[src/rtl/fb_arb_pkg.sv]
// Shared types and default sizes for the framebuffer access arbiter.
// Scanout always wins the single RAM port over the CPU.
package fb_arb_pkg;

  localparam int DEF_ADDR_W   = 4;
  localparam int DEF_DATA_W   = 32;
  localparam int DEF_DEADLINE = 8;

  typedef enum logic [1:0] {
    IDLE    = 2'd0,
    ISSUE   = 2'd1,
    CAPTURE = 2'd2
  } state_t;

  typedef enum logic {
    OWN_CPU  = 1'b0,
    OWN_LINE = 1'b1
  } owner_t;

endpackage

[src/rtl/fb_access_arbiter.sv]
// Single-port framebuffer sequencer: grants the RAM to scanout line fetches
// ahead of CPU reads/writes, routes read data, and flags overruns/deadline misses.
module fb_access_arbiter
  import fb_arb_pkg::*;
#(
  parameter int ADDR_W   = DEF_ADDR_W,
  parameter int DATA_W   = DEF_DATA_W,
  parameter int DEADLINE = DEF_DEADLINE
) (
  input  logic              clk,
  input  logic              rst,
  input  logic              cpu_req_valid,
  input  logic              cpu_req_write,
  input  logic [ADDR_W-1:0] cpu_req_addr,
  input  logic [DATA_W-1:0] cpu_wdata,
  output logic              cpu_req_ready,
  output logic [DATA_W-1:0] cpu_rdata,
  output logic              cpu_rdata_valid,
  input  logic              line_req,
  input  logic [ADDR_W-1:0] line_addr,
  output logic [DATA_W-1:0] line_data,
  output logic              line_valid,
  output logic              line_miss,
  output logic              mem_en,
  output logic              mem_we,
  output logic [ADDR_W-1:0] mem_addr,
  output logic [DATA_W-1:0] mem_wdata,
  input  logic [DATA_W-1:0] mem_rdata
);

  localparam int              CNT_W  = $clog2(DEADLINE + 1);
  localparam logic [CNT_W-1:0] DL_MAX = CNT_W'(DEADLINE);
  localparam logic [CNT_W-1:0] DL_ONE = CNT_W'(1);

  state_t              state;
  owner_t              owner;
  logic                line_pend;
  logic                line_redo;
  logic [ADDR_W-1:0]   line_addr_q;
  logic [CNT_W-1:0]    dl_cnt;
  logic                line_busy;
  logic                cap_line;
  logic                overrun;
  logic                dl_hit;

  assign line_busy     = (state != IDLE) && (owner == OWN_LINE);
  assign cap_line      = (state == CAPTURE) && (owner == OWN_LINE);
  assign overrun       = line_req && (line_pend || line_busy);
  assign cpu_req_ready = (state == IDLE) && !line_pend && !line_req;

  // The miss fires on the cycle the counter would land on DEADLINE, unless this
  // capture is the one that serves the outstanding request.
  assign dl_hit = line_pend && !line_req && (dl_cnt == DL_MAX - DL_ONE) &&
                  !(cap_line && !line_redo);

  always_ff @(posedge clk) begin
    if (rst) begin
      state           <= IDLE;
      owner           <= OWN_CPU;
      mem_en          <= 1'b0;
      mem_we          <= 1'b0;
      mem_addr        <= '0;
      mem_wdata       <= '0;
      cpu_rdata       <= '0;
      cpu_rdata_valid <= 1'b0;
      line_data       <= '0;
      line_valid      <= 1'b0;
    end else begin
      cpu_rdata_valid <= 1'b0;
      line_valid      <= 1'b0;
      case (state)
        IDLE: begin
          if (line_pend || line_req) begin
            owner    <= OWN_LINE;
            mem_en   <= 1'b1;
            mem_we   <= 1'b0;
            mem_addr <= line_req ? line_addr : line_addr_q;
            state    <= ISSUE;
          end else if (cpu_req_valid) begin
            owner    <= OWN_CPU;
            mem_en   <= 1'b1;
            mem_we   <= cpu_req_write;
            mem_addr <= cpu_req_addr;
            if (cpu_req_write) mem_wdata <= cpu_wdata;
            state    <= ISSUE;
          end
        end
        ISSUE: begin
          mem_en <= 1'b0;
          mem_we <= 1'b0;
          state  <= mem_we ? IDLE : CAPTURE;
        end
        CAPTURE: begin
          if (owner == OWN_LINE) begin
            line_data  <= mem_rdata;
            line_valid <= 1'b1;
          end else begin
            cpu_rdata       <= mem_rdata;
            cpu_rdata_valid <= 1'b1;
          end
          state <= IDLE;
        end
        default: state <= IDLE;
      endcase
    end
  end

  // line_redo remembers a request that arrived after the in-flight fetch was
  // issued, so that fetch's capture must not retire the pending flag.
  always_ff @(posedge clk) begin
    if (rst) begin
      line_pend   <= 1'b0;
      line_redo   <= 1'b0;
      line_addr_q <= '0;
      dl_cnt      <= '0;
      line_miss   <= 1'b0;
    end else begin
      line_miss <= overrun || dl_hit;
      if (line_req) begin
        line_pend   <= 1'b1;
        line_addr_q <= line_addr;
      end else if (cap_line) begin
        line_pend <= line_redo;
      end
      if (cap_line) begin
        line_redo <= 1'b0;
      end else if (line_req && (state == ISSUE) && (owner == OWN_LINE)) begin
        line_redo <= 1'b1;
      end
      if (line_req) begin
        dl_cnt <= DL_ONE;
      end else if (line_pend && (dl_cnt != DL_MAX)) begin
        dl_cnt <= dl_cnt + DL_ONE;
      end
    end
  end

endmodule

[config.mk]
export PLATFORM = sky130hd
export DESIGN_NAME = fb_access_arbiter
export DESIGN_NICKNAME = d
export VERILOG_FILES = /design/src/rtl/fb_arb_pkg.sv /design/src/rtl/fb_access_arbiter.sv
export SDC_FILE = /design/constraint.sdc
export NUM_CORES = 1
export LEC_CHECK = 0
export ABC_CLOCK_PERIOD_IN_PS = 3400
export CORE_MARGIN = 2
export CORE_UTILIZATION = 26
export CTS_BUF_LIST = sky130_fd_sc_hd__clkbuf_8
export DETAILED_ROUTE_END_ITERATION = 7
export PLACE_DENSITY = 0.62
export SYNTH_ARGS = -nofsm -noshare
export SYNTH_HDL_FRONTEND = slang
export SYNTH_SLANG_ARGS = --single-unit
[constraint.sdc]
create_clock -name clk -period 3.4 [get_ports clk]
set_input_delay 0.34 -clock clk [delete_from_list [all_inputs] [get_ports clk]]
set_output_delay 0.34 -clock clk [all_outputs]
set_load 0.01 [all_outputs]
==> impl_metrics.ini <==
[power]
ir_drop_uv = 223
total_leakage_power_nw = 2.25
power_density_nw_per_um2 = 448

[final_layout]
antenna_cells = 0
final_cell_count_no_fill = 930
nets = 776
final_cell_mix = clkdlybuf4s50_1, nand2_1, dfxtp_1
fin_util = 0.404
drive_above_1_share = 0.0648
syn_to_final_growth_pct = 52.6
final_common_cell = clkdlybuf4s50_1

[flow_run]
drv_cap = 0

[worst_setup_path]
end_kind = output pin
crit_type = reg -> out
r2r_setup_slack_ps = 1280
reg2reg_depth = 5
start_kind = register
worstPathMaxFanout = 33
crit_required_ps = 3060
critPathCapture = cpu_req_ready
slowest_stage = or4_4
crit_start = line_pend
path_cells = or4_4 -> clkinv_2 -> clkdlybuf4s50_1
cpPeakStageDelay_ps = 810
r2r-end = mem_wdata[7]
r2r-start = line_pend
worstPathArrival_ps = 2390

[global_route]
antenna_found_initial = 0
grt_overflow = 0
grt_pass1_vias = 4070
track_usage = 0.148
grt_max_degree = 65
grt_pass1_wl_mm = 21.1

[min_path]
min_from = rst
min-delay-path-class = in -> reg

[drt]
drc = 0
drtAntennaViolNets = 0
via_per_inst = 4.55
first_pass_iters = 4
drt_iter0_drc = 157
vias = 4229
wl_mm = 13.3
wl_per_cell_um = 14.3

[die]
initial_core_util = 0.265
die_x_um = 134
fp.coreArea_um2 = 16500
rows = 47
die_y_um = 134
io_pins = 183
die-area_um2 = 17900

[sta]
hold_violations = 0
drv_slew = 0
setup_tns_ps = 0
finalCritPeriodShare = 0.804
worst_slew_pin_slew_ps = 1000
maxSlewHeadroom = 0.331
hold_ws_ps = 446
skew_ps = 9.27
max_freq_mhz = 366
rsz0062_at_grt = no
finalSetupViolations = 0
fin_crit_ps = 2730

[clock_network]
worstSkewPairLatency_ps = 420
post_cts_resized = 0
root_buffer = clkbuf_8
cts-htree-levels = 4
cts_sinks = 118
path_clk_slew_ps = 70
cts_inserted_buffers = 17
cts_tree = yes
cts_setup_buffers = 0
clockBufferDepth = 2
cts_hold_buf = 0

[synthesis]
synthArstFlopShare = 0
synthTopCellsByArea = dfxtp_1, a21oi_1, nand2_1, nand3_1, o21ai_0
ys_ff_latch = 118
ys_warn_count = 0
synth.distinct_cells = 36
avgSynthCellArea_um2 = 8.19
synth_edf_count = 0
ys_seq_area_frac = 0.540
synth_top_area_frac = 0.540
netlist_instances = 534
syn_nets = 613
synth_area_um2 = 4370
synth_top_flop_cell = dfxtp_1
yosys.area.top_type = dfxtp_1

[place]
dpl.hpwl_mm = 8.62
dp.cells = 898
portBuffers = 182
routabilityCongestion = 0.760

[run_status]
run_status = complete, no violations
## report_power, final
group	switching, W	internal, W
clock	0.000582	0.000587
combinational	0.000171	0.000188
sequential	0.0000346	0.00143
total	0.000788	0.00220
## per-layer routing
metal,routed length [um],GRT usage
met1,6080,0.183
met2,5670,0.226
met3,1480,0.0769
met4,96,0.0408
met5,0,0
## worst min-delay path by stage
stage,slack (ps),endpoint,cells past startpoint
after floorplan,440,line_addr_q[2],2
final,450,line_redo,2
after CTS,420,line_redo,2
after detailed placement,450,line_data[21],2
after global placement,440,line_data[11],2
after global routing,440,line_redo,2
## cell type report
cell class | count | area [um^2]
Fill cell | 1707 | 9850
Sequential cell | 118 | 2360
Timing Repair Buffer | 190 | 1880
Multi-Input combinational cell | 363 | 1770
Tap cell | 220 | 275
Clock buffer | 18 | 248
Clock inverter | 14 | 110
Inverter | 7 | 27.5
## flip-flops by register name, indices dropped and copies added (netlist names)
signal	flops
mem_we	1
cpu_rdata	32
state	2
line_pend	1
line_miss	1
line_redo	1
mem_wdata	32
line_addr_q	4
owner	1
mem_en	1
cpu_rdata_valid	1
dl_cnt	4
line_data	32
mem_addr	4
line_valid	1
## synthesized netlist by cell type (all sizes together), types with 2 or more instances
master,count
a22o,4
nand3b,2
nand2,139
nor3b,2
nand3,34
inv,6
nor2,6
or4,2
clkbuf,29
a21oi,106
buf,17
a31oi,3
and3b,3
dfxtp,118
ha,2
o21ai,41
mux2i,4
## metrics by stage
stage	area, um^2	power, W	setup WS, ps
2_1_floorplan	4370	0.00165	1850
3_3_place_gp	6310	0.00185	866
5_1_grt	6670	0.00313	564
3_5_place_dp	6310	0.00185	884
4_1_cts	6670	0.00305	639
6_report	6670	0.00299	668
## cells by family (layout without fill, tap and decap cells)
kind of cell / after synthesis / after routing / share of synthesized area
compound gates: 160 / 160 / 0.193
xor+xnor: 1 / 1 / 0.00200
fa+ha+maj: 2 / 2 / 0.00572
buf+inv: 53 / 229 / 0.0564
flops: 118 / 118 / 0.540
mux: 4 / 4 / 0.00916
simple gates: 196 / 196 / 0.194
## critical path: cells and delay by family (launching register included)
kind	cells	cell delay, ps
simple gates	1	810
buf+inv	2	630
flops	1	520
Power figures use the tool's default switching activity.
